$ cat config.mk
export PLATFORM = sky130hd
export DESIGN_NAME = pet_dma_loader
export DESIGN_NICKNAME = d
export VERILOG_FILES = /design/src/rtl/pet_dma_loader.sv
export SDC_FILE = /design/constraint.sdc
export NUM_CORES = 1
export LEC_CHECK = 0
export BUFFER_PORTS_ARGS = -buffer_cell sky130_fd_sc_hd__buf_2
export CAP_MARGIN = 20
export CORE_UTILIZATION = 48
export DETAILED_ROUTE_END_ITERATION = 6
export PLACE_DENSITY = 0.76
export SETUP_SLACK_MARGIN = 0.3
export SYNTH_ARGS = -nofsm -noshare
export SYNTH_HDL_FRONTEND = slang
export SYNTH_SLANG_ARGS = --single-unit
$ cat constraint.sdc
create_clock -name clk -period 1.94 [get_ports clk]
set_clock_uncertainty 0.15 [all_clocks]
set_input_delay 0.097 -clock clk [delete_from_list [all_inputs] [get_ports clk]]
set_output_delay 0.097 -clock clk [all_outputs]
set_load 0.01 [all_outputs]
$ cat src/rtl/pet_dma_loader.sv
// rtl/pet_dma_loader.sv - HPS ioctl download sequencer onto the pet2001hw DMA write port
//
// Purpose: turns ioctl byte streams (PRG files or raw RAM/ROM images) into paced
// single-cycle DMA writes. It back-pressures the HPS with ioctl_wait and patches the
// BASIC end-of-program pointer after a PRG. The CPU is held while a load is in flight.
//
// Ports:
//   clk, reset                     clock, synchronous active-high reset
//   ioctl_download/index/wr/addr/dout  HPS download stream (inputs)
//   ioctl_wait                     back-pressure; strobes are ignored while high
//   dma_addr/dma_din/dma_we        DMA write port (registered)
//   cpu_hold                       CPU stall request
//   load_end                       first free byte after the last PRG
//   load_err                       sticky PRG error (short file or RAM overflow)
module pet_dma_loader #(
  parameter logic [7:0]  PRG_INDEX = 8'h41,
  parameter logic [7:0]  IMG_INDEX = 8'h00,
  parameter logic [15:0] RAM_TOP   = 16'h8000,
  parameter logic [15:0] IMG_LO    = 16'h0400,
  parameter logic [15:0] IMG_OFS   = 16'h8000,
  parameter logic [15:0] PTR_ADDR  = 16'h002A,
  parameter int          WR_GAP    = 2
) (
  input  logic        clk,
  input  logic        reset,
  input  logic        ioctl_download,
  input  logic [7:0]  ioctl_index,
  input  logic        ioctl_wr,
  input  logic [24:0] ioctl_addr,
  input  logic [7:0]  ioctl_dout,
  output logic        ioctl_wait,
  output logic [15:0] dma_addr,
  output logic [7:0]  dma_din,
  output logic        dma_we,
  output logic        cpu_hold,
  output logic [15:0] load_end,
  output logic        load_err
);

  typedef enum logic [2:0] {
    S_IDLE, S_PRG_HDR0, S_PRG_HDR1, S_PRG_DATA, S_IMG_DATA, S_PATCH_LO, S_PATCH_HI
  } state_t;

  state_t      state_q, state_d;
  logic [15:0] ptr_q, ptr_d;
  logic [3:0]  gap_q, gap_d;
  logic        wait_q, wait_d;
  logic        we_q, we_d;
  logic [15:0] addr_q, addr_d;
  logic [7:0]  din_q, din_d;
  logic        hold_q, hold_d;
  logic [15:0] load_end_q, load_end_d;
  logic        load_err_q, load_err_d;

  logic        accept;
  logic [15:0] img_ofs;
  logic        img_in_range;

  // Raw images only ever address the low 64 KiB of the file.
  logic unused_addr_hi;
  assign unused_addr_hi = ^ioctl_addr[24:16];

  assign accept       = ioctl_wr && !wait_q;
  assign img_ofs      = ioctl_addr[15:0];
  assign img_in_range = (img_ofs >= IMG_LO) && (img_ofs < RAM_TOP);

  always_comb begin
    state_d    = state_q;
    ptr_d      = ptr_q;
    addr_d     = addr_q;
    din_d      = din_q;
    load_end_d = load_end_q;
    load_err_d = load_err_q;
    we_d       = 1'b0;
    // wait covers the write cycle itself plus WR_GAP idle cycles; gap_q counts
    // the idle cycles still owed after the current one.
    wait_d     = (gap_q != 4'd0);
    gap_d      = (gap_q != 4'd0) ? gap_q - 4'd1 : 4'd0;
    hold_d     = (state_q != S_IDLE);

    case (state_q)
      S_IDLE: begin
        if (ioctl_download) begin
          if (ioctl_index == PRG_INDEX) begin
            state_d    = S_PRG_HDR0;
            load_err_d = 1'b0;
          end else if (ioctl_index == IMG_INDEX) begin
            state_d = S_IMG_DATA;
          end
        end
      end
      S_PRG_HDR0: begin
        if (!ioctl_download) begin
          load_err_d = 1'b1;
          state_d    = S_IDLE;
        end else if (accept) begin
          ptr_d[7:0] = ioctl_dout;
          state_d    = S_PRG_HDR1;
        end
      end
      S_PRG_HDR1: begin
        if (!ioctl_download) begin
          load_err_d = 1'b1;
          state_d    = S_IDLE;
        end else if (accept) begin
          ptr_d[15:8] = ioctl_dout;
          state_d     = S_PRG_DATA;
        end
      end
      S_PRG_DATA: begin
        if (!ioctl_download) begin
          if (!wait_q) begin
            we_d       = 1'b1;
            wait_d     = 1'b1;
            gap_d      = 4'(WR_GAP);
            addr_d     = PTR_ADDR;
            din_d      = ptr_q[7:0];
            load_end_d = ptr_q;
            state_d    = S_PATCH_LO;
          end
        end else if (accept) begin
          if (ptr_q < RAM_TOP) begin
            we_d   = 1'b1;
            wait_d = 1'b1;
            gap_d  = 4'(WR_GAP);
            addr_d = ptr_q;
            din_d  = ioctl_dout;
            ptr_d  = ptr_q + 16'd1;
          end else begin
            load_err_d = 1'b1;
          end
        end
      end
      S_IMG_DATA: begin
        if (!ioctl_download) begin
          if (!wait_q) state_d = S_IDLE;
        end else if (accept && img_in_range) begin
          we_d   = 1'b1;
          wait_d = 1'b1;
          gap_d  = 4'(WR_GAP);
          addr_d = img_ofs + IMG_OFS;
          din_d  = ioctl_dout;
        end
      end
      S_PATCH_LO: begin
        if (!wait_q) begin
          we_d    = 1'b1;
          wait_d  = 1'b1;
          gap_d   = 4'(WR_GAP);
          addr_d  = PTR_ADDR + 16'd1;
          din_d   = ptr_q[15:8];
          state_d = S_PATCH_HI;
        end
      end
      S_PATCH_HI: begin
        if (!wait_q) state_d = S_IDLE;
      end
      default: state_d = S_IDLE;
    endcase
  end

  always_ff @(posedge clk) begin
    if (reset) begin
      state_q    <= S_IDLE;
      ptr_q      <= 16'd0;
      gap_q      <= 4'd0;
      wait_q     <= 1'b0;
      we_q       <= 1'b0;
      addr_q     <= 16'd0;
      din_q      <= 8'd0;
      hold_q     <= 1'b0;
      load_end_q <= 16'd0;
      load_err_q <= 1'b0;
    end else begin
      state_q    <= state_d;
      ptr_q      <= ptr_d;
      gap_q      <= gap_d;
      wait_q     <= wait_d;
      we_q       <= we_d;
      addr_q     <= addr_d;
      din_q      <= din_d;
      hold_q     <= hold_d;
      load_end_q <= load_end_d;
      load_err_q <= load_err_d;
    end
  end

  assign ioctl_wait = wait_q;
  assign dma_we     = we_q;
  assign dma_addr   = addr_q;
  assign dma_din    = din_q;
  assign cpu_hold   = hold_q;
  assign load_end   = load_end_q;
  assign load_err   = load_err_q;

endmodule

* Yosys cells after proc, flatten, opt, wreduce, memory -nomap -nowiden
Index checks and enable logic that the tools add are counted.
** Storage, ports and cells
- Output and inout port bits :: 44
- Logic and storage cells :: 133
- Register bits :: 67
- Input port bits :: 45
** Operators by class
- Magnitude comparators :: 3
- Multiplexer cells :: 65
- Bitwise gates (word level) :: 2
- Reduce and logical (&&, ||, !) cells :: 19
- Equality and inequality tests :: 30
- $add $sub $neg :: 3
** Operators by type and width (number)
- $mux W16 :: 10
- $mux W8 :: 9
- $pmux W16 S3 :: 1
- $mux W3 :: 12
- $ne A2 B2 Y1 const B :: 17
- $lt A16 B16 Y1 const B :: 2
- $pmux W8 S2 :: 2
- $mux W4 :: 7
- $pmux W8 S3 :: 1
- $pmux W3 S7 :: 1
- $mux W1 :: 18
- $ne A3 B3 Y1 const B :: 6
- $add A16 B1 Y16 const B :: 1
- $add A16 B16 Y16 const B :: 1
- $ge A16 B11 Y1 const B :: 1
- $reduce_and A7 Y1 :: 2
- $pmux W4 S3 :: 1
- $reduce_and A6 Y1 :: 2
- $eq A3 B3 Y1 const B :: 3
- $pmux W1 S3 :: 3
- $reduce_bool A3 Y1 :: 3
- $eq A8 B7 Y1 const B :: 1
- $logic_not A8 Y1 :: 1
- $reduce_and A8 Y1 :: 1
- 11 further kinds :: 16

* Depth between registers and ports, before layout
Gate-level depths: netlist (run 1).
- Depth in word-level cells :: 6
- Gate-level depth with buffers :: 8
- Mapped depth without buffers :: 6

* Worst setup path before layout (run 1)
OpenSTA, ideal clock, no wires.
- Path kind :: register to register
- Start point :: reg wait_q, in the netlist ioctl_wait
- End point :: reg addr_q[8], in the netlist dma_addr[8]
- Data required time :: 1.647 ns
- Period minus slack after synthesis :: 1.961 ns
- Stages on the path, launching flop included :: 6
- Setup slack :: -0.021 ns
- Buffers on the path :: 1
- Library setup time :: 0.143 ns
- Arrival :: 1.668 ns
- Cell sequence :: dfxtp_1 nand3b_4 a211o_1 a221oi_4 buf_2 a211oi_1
** On the way
- Cells in the longest elaborated chain, start to end :: 5
- Elaborated cells between the ends (all ways) :: 8
- Classes of those cells :: eq/ne: 4; reduce/logical: 4
** RTL lines
- from (decl) :: line 47 : logic wait_q, wait_d;
- from (signal assigned) :: line 178 : wait_q <= wait_d;
- $logic_not A1 Y1
- $logic_and A1 B1 Y1 :: line 63 : assign accept = ioctl_wr && !wait_q;
- $logic_and A1 B1 Y1 :: line 137 : end else if (accept && img_in_range) begin
- $ne A2 B2 Y1 (no line)
- $reduce_and A7 Y1 (no line) *
- to (signal assigned) :: line 180 : addr_q <= addr_d;
- to (decl) :: line 49 : logic [15:0] addr_q, addr_d;
Every way passes the cells marked *; elsewhere a longest branch is shown, timed or not.
A chain may end at the register's enable or synchronous reset.

* Final worst setup path (run 1)
- Start point :: reg wait_q, in the netlist ioctl_wait
- End point :: reg gap_q[1]
** On the way
- Cells in the longest elaborated chain, start to end :: 6
- Elaborated cells between the ends (all ways) :: 9
- Classes of those cells :: mux: 6; reduce/logical: 3
** RTL lines
- $logic_not A1 Y1
- $logic_and A1 B1 Y1 :: line 63
- $logic_and A1 B1 Y1 :: line 137
- $mux W4 :: line 137
- $mux W4 :: line 135 : if (!ioctl_download) begin
- $pmux W4 S3 * :: line 81 : case (state_q)
- to (signal assigned) :: line 177 : gap_q <= gap_d;
- to (decl) :: line 46 : logic [3:0] gap_q, gap_d;
Marked as above.

==> results.json, run 1 <==
{
  "syn2layout_area_growth_pct": 55.4,
  "ys_seq_area_share_pct": 38.9,
  "cpMostUsedCell": "buf_12",
  "clockBufferDepth": 2,
  "syn_inst": 445,
  "die_x_um": 86.8,
  "worstHoldPathType": "in2reg",
  "slowest_stage": "dfxtp_2",
  "clock_sinks": 67,
  "synth-seq-cells": 67,
  "grt_remaining_overflow": 0,
  "gp_congestion": 0.890,
  "fp.dieH_um": 86.8,
  "status": "finished clean",
  "start_kind": "flop",
  "insertion_delay_ns": 0.35,
  "yosys.cell_types.count": 52,
  "dieArea_um2": 7540,
  "routed_via_density": 6.16,
  "cp.required_ns": 2.07,
  "drive_gt1_share_pct": 41.6,
  "worst-path-buf-inv": 2,
  "async_flop_share_pct": 0,
  "rows": 30,
  "finalCritPeriodShare_pct": 99.6,
  "power_density_nw_per_um2": 559,
  "grt_pass1_vias": 3673,
  "first_pass_iters": 6,
  "fin_crit_ns": 1.93,
  "ys.flop_type": "dfxtp_1",
  "diodes": 0,
  "netlist_area_um2": 3450,
  "synth_top_cell_by_area": "dfxtp_1",
  "synth_edf_count": 0,
  "clk_pin_slew_ns": 0.08,
  "fin_cells": 690,
  "layout.nets": 636,
  "critical_path.endpoint_type": "flop",
  "fillers": 450,
  "initial_core_util_pct": 50.3,
  "finalSetupViolations": 0,
  "cts_root_buffer": "clkbuf_8",
  "timing.setup.tns_ns": 0,
  "fp.coreArea_um2": 6870,
  "wl_um": 13000,
  "cp_cell_sequence": "nand3b_4, a211o_1, a221oi_4, buf_12, buf_12, o211ai_1, o21ai_1",
  "vdd_drop_max_uv": 612,
  "synth_area_leaders": "dfxtp_1 (39%), nand2_1 (7.1%), a21oi_1 (7.0%)",
  "dp.cells": 625,
  "yosysWarningCount": 0,
  "numCtsBuffers": 9,
  "drv_slew": 0,
  "max_cap_violations": 0,
  "htreeDepth": 3,
  "fmax_mhz": 517,
  "crit_fanout": 11,
  "relSlewSlack_pct": 67.3,
  "arrival_ns": 2.06,
  "syn_nets": 492,
  "grt_util_all_layers_pct": 30.3,
  "leakage_nw": 2.17,
  "vias": 4252,
  "grt_max_degree": 62,
  "antenna_found_initial": 0,
  "crit_type": "reg2reg",
  "wl_per_cell_um": 18.8,
  "rsz0062_at_grt": "true",
  "final-hold-violation-count": 0,
  "port_buffers": 79,
  "syn_avg_cell_area_um2": 7.76,
  "synth_top_area_share_pct": 38.9,
  "max_stage_delay_ns": 0.33,
  "route.detailed.drc": 0,
  "crit_family": "compound AO/OA/AOI/OAI gates",
  "grt_pass1_wl_um": 17700,
  "tightest_slew_ns": 0.491,
  "cts_tree": "done",
  "drt-initial-drc-count": 420,
  "drtAntennaViolNets": 0,
  "dpl.hpwl_um": 7250,
  "ios": 89
}
==> stage by stage <==
stage | setup slack (ns) | area, um^2 | utilization, % | hold WS [ns] | power [mW]
5_1_grt | -0.0569 | 5360 | 78.1 | 0.0213 | 3.10
3_3_place_gp | 0.0927 | 4230 | 61.6 | 0.276 | 1.77
6_report | 0.00740 | 5360 | 78.1 | 0.00998 | 3.00
2_1_floorplan | 0.0914 | 3550 | - | 0.118 | 1.66
4_1_cts | 0.0918 | 4950 | 72.1 | 0.00345 | 2.96
3_5_place_dp | 0.0244 | 4230 | 61.6 | 0.290 | 1.78
==> placed cells by master, fill, tap and decap left out, types with 8 or more instances in the layout <==
| master | n |
|---|---|
| buf_2 | 80 |
| nand2_1 | 62 |
| dfxtp_1 | 59 |
| a21oi_1 | 45 |
| buf_4 | 45 |
| a31oi_1 | 23 |
| nor2_1 | 17 |
| buf_6 | 17 |
| dlygate4sd3_1 | 17 |
| inv_1 | 14 |
| nor3_1 | 13 |
| and3_1 | 13 |
| o21ai_0 | 12 |
| o21ai_1 | 9 |
| o211ai_1 | 9 |
| clkbuf_8 | 9 |
| nor2_2 | 8 |
| a211oi_2 | 8 |
==> logic make-up (layout without fill, tap and decap cells) <==
logic type,Yosys count,count (layout),synth area share (%)
AND/OR/NAND/NOR,168,168,23.8
adder cells (fa/ha/maj),2,2,0.725
AO/OA/AOI/OAI,152,152,29.4
flip-flops,67,67,38.9
multiplexers,1,1,0.290
buffers and inverters,53,202,6.45
XOR/XNOR,2,2,0.508
==> tightest hold or removal path, cell delays in order <==
cell and delay, ns:
buf_2 0.09, a31oi_1 0.09, a211oi_2 0.19
==> area by class of cell <==
class | count | area (um^2) | area share (%)
clock buffers | 10 | 128 | 2.38
clock inverters | 6 | 67.6 | 1.26
multi-input cells | 325 | 2260 | 42.2
flip-flops and latches | 67 | 1360 | 25.4
inverters | 15 | 56.3 | 1.05
well taps | 96 | 120 | 2.24
repair buffers | 171 | 1370 | 25.5
==> Yosys cell counts (7+ instances only) <==
master    instances
nor2_1           32
clkbuf_1         26
buf_2             7
a211oi_1          8
nand2_1          65
nand3_1           9
a211oi_2          7
and3_1           14
a31oi_1          24
nand2b_1          7
o21ai_0          23
a21oi_1          48
o211ai_1          9
nor3_1           17
dfxtp_1          67
inv_1            15
==> worst paths after layout <==
path / startpoint / endpoint / slack, ns / cells after the start
setup / recovery: ioctl_wait$_SDFF_PP0_ / gap_q[1]$_SDFF_PP0_ / 0.007 / 7
hold / removal: ioctl_addr[10] / dma_addr[10]$_SDFFE_PP0P_ / 0.01 / 3
setup reg to reg: ioctl_wait$_SDFF_PP0_ / gap_q[1]$_SDFF_PP0_ / 0.007 / 7
hold reg to reg: gap_q[0]$_SDFF_PP0_ / gap_q[0]$_SDFF_PP0_ / 0.29 / 1
==> flip-flops by register name (all words and copies together) (netlist names) <==
register    flops
gap_q           4
load_err        1
ptr_q          16
state_q         3
load_end       16
dma_addr       16
dma_we          1
cpu_hold        1
dma_din         8
ioctl_wait      1
==> power breakdown <==
part | leakage, nW | internal (mW) | switching (mW)
Clock | 0.0925 | 0.596 | 0.585
Combinational | 1.53 | 0.184 | 0.210
Sequential | 0.546 | 1.40 | 0.0206
Total | 2.17 | 2.18 | 0.816
==> repair_timing <==
item,in CTS,in global routing
resized for setup,35,76
setup buffers,14,12
cloned,4,2
pin swaps,16,29
hold endpoints to repair,21,0
setup endpoints to repair,50,50
hold buffers,17,0
==> routing by layer <==
layer  track usage [%]  wire [um]  share of wire [%]  up-vias
li1                  -          -                  -     1915
met1              38.0       4980                 38     1995
met2              50.5       6320                 49      268
met3              5.90       1020                7.9       74
met4              13.5        648                5.0        0
met5                 0          0                  0        -
(Power assumes the default switching activity.)
==> inputs of run 2 (changes only) <==
Settings changed: CELL_PAD_IN_SITES_DETAIL_PLACEMENT set to 0, CELL_PAD_IN_SITES_GLOBAL_PLACEMENT set to 1, CORE_UTILIZATION 48 to 34, PLACE_DENSITY 0.76 to unset, PLACE_DENSITY_LB_ADDON set to 0.1.
==> results.json, run 2 (synthesized netlist as in run 1, its figures left out) <==
{
  "first_pass_iters": 4,
  "finalSetupViolations": 0,
  "syn2layout_area_growth_pct": 56.8,
  "layout.nets": 635,
  "mostFrequentLayoutCells": "buf_2 (79), nand2_1 (65), dfxtp_1 (58)",
  "dieArea_um2": 10600,
  "crit_family": "compound AO/OA/AOI/OAI gates",
  "clock_sinks": 67,
  "vdd_drop_max_uv": 409,
  "grt_pass1_wl_um": 19500,
  "fin_crit_ns": 1.88,
  "drtAntennaViolNets": 0,
  "arrival_ns": 2.00,
  "fp.coreArea_um2": 9820,
  "final_common_cell": "buf_2",
  "htreeDepth": 3,
  "cp.required_ns": 2.07,
  "insertion_delay_ns": 0.35,
  "wl_per_cell_um": 17.1,
  "leakage_nw": 2.19,
  "reg2reg_from": "ioctl_wait$_SDFF_PP0_",
  "grt_util_all_layers_pct": 24.3,
  "cts_tree": "done",
  "diodes": 0,
  "max_stage_delay_ns": 0.33,
  "wl_um": 12400,
  "clockBufferDepth": 2,
  "rsz0062_at_grt": "true",
  "hp-start": "reset",
  "crit_type": "reg2reg",
  "die_x_um": 103,
  "grt_remaining_overflow": 0,
  "dpl_cell_area_um2": 4300,
  "ios": 89,
  "route.detailed.drc": 0,
  "grt_max_degree": 62,
  "antenna_found_initial": 0,
  "dp.cells": 664,
  "worstHoldPathType": "in2reg",
  "drv_slew": 0,
  "stdcell_area_um2": 5410,
  "dpl.hpwl_um": 8120,
  "relSlewSlack_pct": 69.9,
  "fmax_mhz": 533,
  "cts_root_buffer": "clkbuf_8",
  "port_buffers": 79,
  "routed_via_density": 5.39,
  "start_kind": "flop",
  "fp.dieH_um": 103,
  "slowest_stage": "a221oi_4",
  "worst-path-buf-inv": 2,
  "initial_core_util_pct": 35.2,
  "timing.hold.ws_ns": 0.00908,
  "rows": 36,
  "cp_cell_sequence": "nand3b_4, a211o_1, a221oi_4, buf_4, buf_16, nor2_1, a211oi_1",
  "fin_cells": 726,
  "regArea_um2": 1370,
  "multi_input_area_um2": 2270,
  "grt_pass1_vias": 3763,
  "status": "finished clean",
  "drt-initial-drc-count": 191,
  "final-hold-violation-count": 0,
  "power_density_nw_per_um2": 612,
  "tightest_slew_ns": 0.451,
  "critPathLaunch": "ioctl_wait$_SDFF_PP0_",
  "critical_path.endpoint_type": "flop",
  "fillers": 976,
  "numCtsBuffers": 9,
  "gp_congestion": 0.851,
  "finalCritPeriodShare_pct": 96.7,
  "vias": 3914,
  "clk_pin_slew_ns": 0.08,
  "drive_gt1_share_pct": 41.3,
  "crit_fanout": 16,
  "max_cap_violations": 0
}
==> run 2: final cells by class <==
| type | instances | area share, % |
|---|---|---|
| repair buffers | 170 | 24.1 |
| well taps | 133 | 3.07 |
| clock inverters | 6 | 2.08 |
| multi-input cells | 325 | 41.9 |
| clock buffers | 10 | 2.54 |
| flip-flops and latches | 67 | 25.3 |
| inverters | 15 | 1.04 |
==> run 2: final timing paths <==
check                             endpoint  slack [ns]  cells after the start
setup / recovery  dma_addr[8]$_SDFFE_PP0P_        0.06                      7
hold / removal     state_q[0]$_SDFFE_PP0P_       0.009                      3
setup reg to reg  dma_addr[8]$_SDFFE_PP0P_        0.06                      7
hold reg to reg        gap_q[0]$_SDFF_PP0_        0.29                      1
==> run 2: power breakdown <==
group | switching (mW) | internal [mW]
clock | 0.595 | 0.892
sequential | 0.0199 | 1.40
combinational | 0.210 | 0.194
==> run 2: timing repair <==
item | in CTS | in global routing
resized for setup | 60 | 48
endpoints found under the hold margin | 25 | 0
hold buffers | 20 | 0
setup buffers | 15 | 8
setup endpoints to repair | 66 | 66
pin swaps | 20 | 33
cloned | 3 | 0
==> run 2: layer usage <==
metal  vias to the layer above  GRT usage, %  share of wire, %
met3                        25          4.68               4.8
met4                         0          9.21               2.3
met1                      1866          32.2                47
met5                         -             0                 0
met2                       113          39.3                46
li1                       1910             -                 -
==> run 2: stage by stage <==
step,power (mW),util (%),setup TNS (ns),worst slack (ns)
floorplan,1.66,-,0,0.0914
global placement,1.78,43.7,0,0.0485
detailed placement,1.79,43.7,0,0.0168
CTS,3.33,52.7,0,0.0701
global route,3.47,55.1,-0.404,-0.0574
finish,3.31,55.1,0,0.0644
==> run 2: worst reg2reg max path, cell delays in order, from the launching register on <==
cell and delay, ns:
dfxtp_2 0.32, nand3b_4 0.16, a211o_1 0.28, a221oi_4 0.33, buf_4 0.19, buf_16 0.14, nor2_1 0.05, a211oi_1 0.18
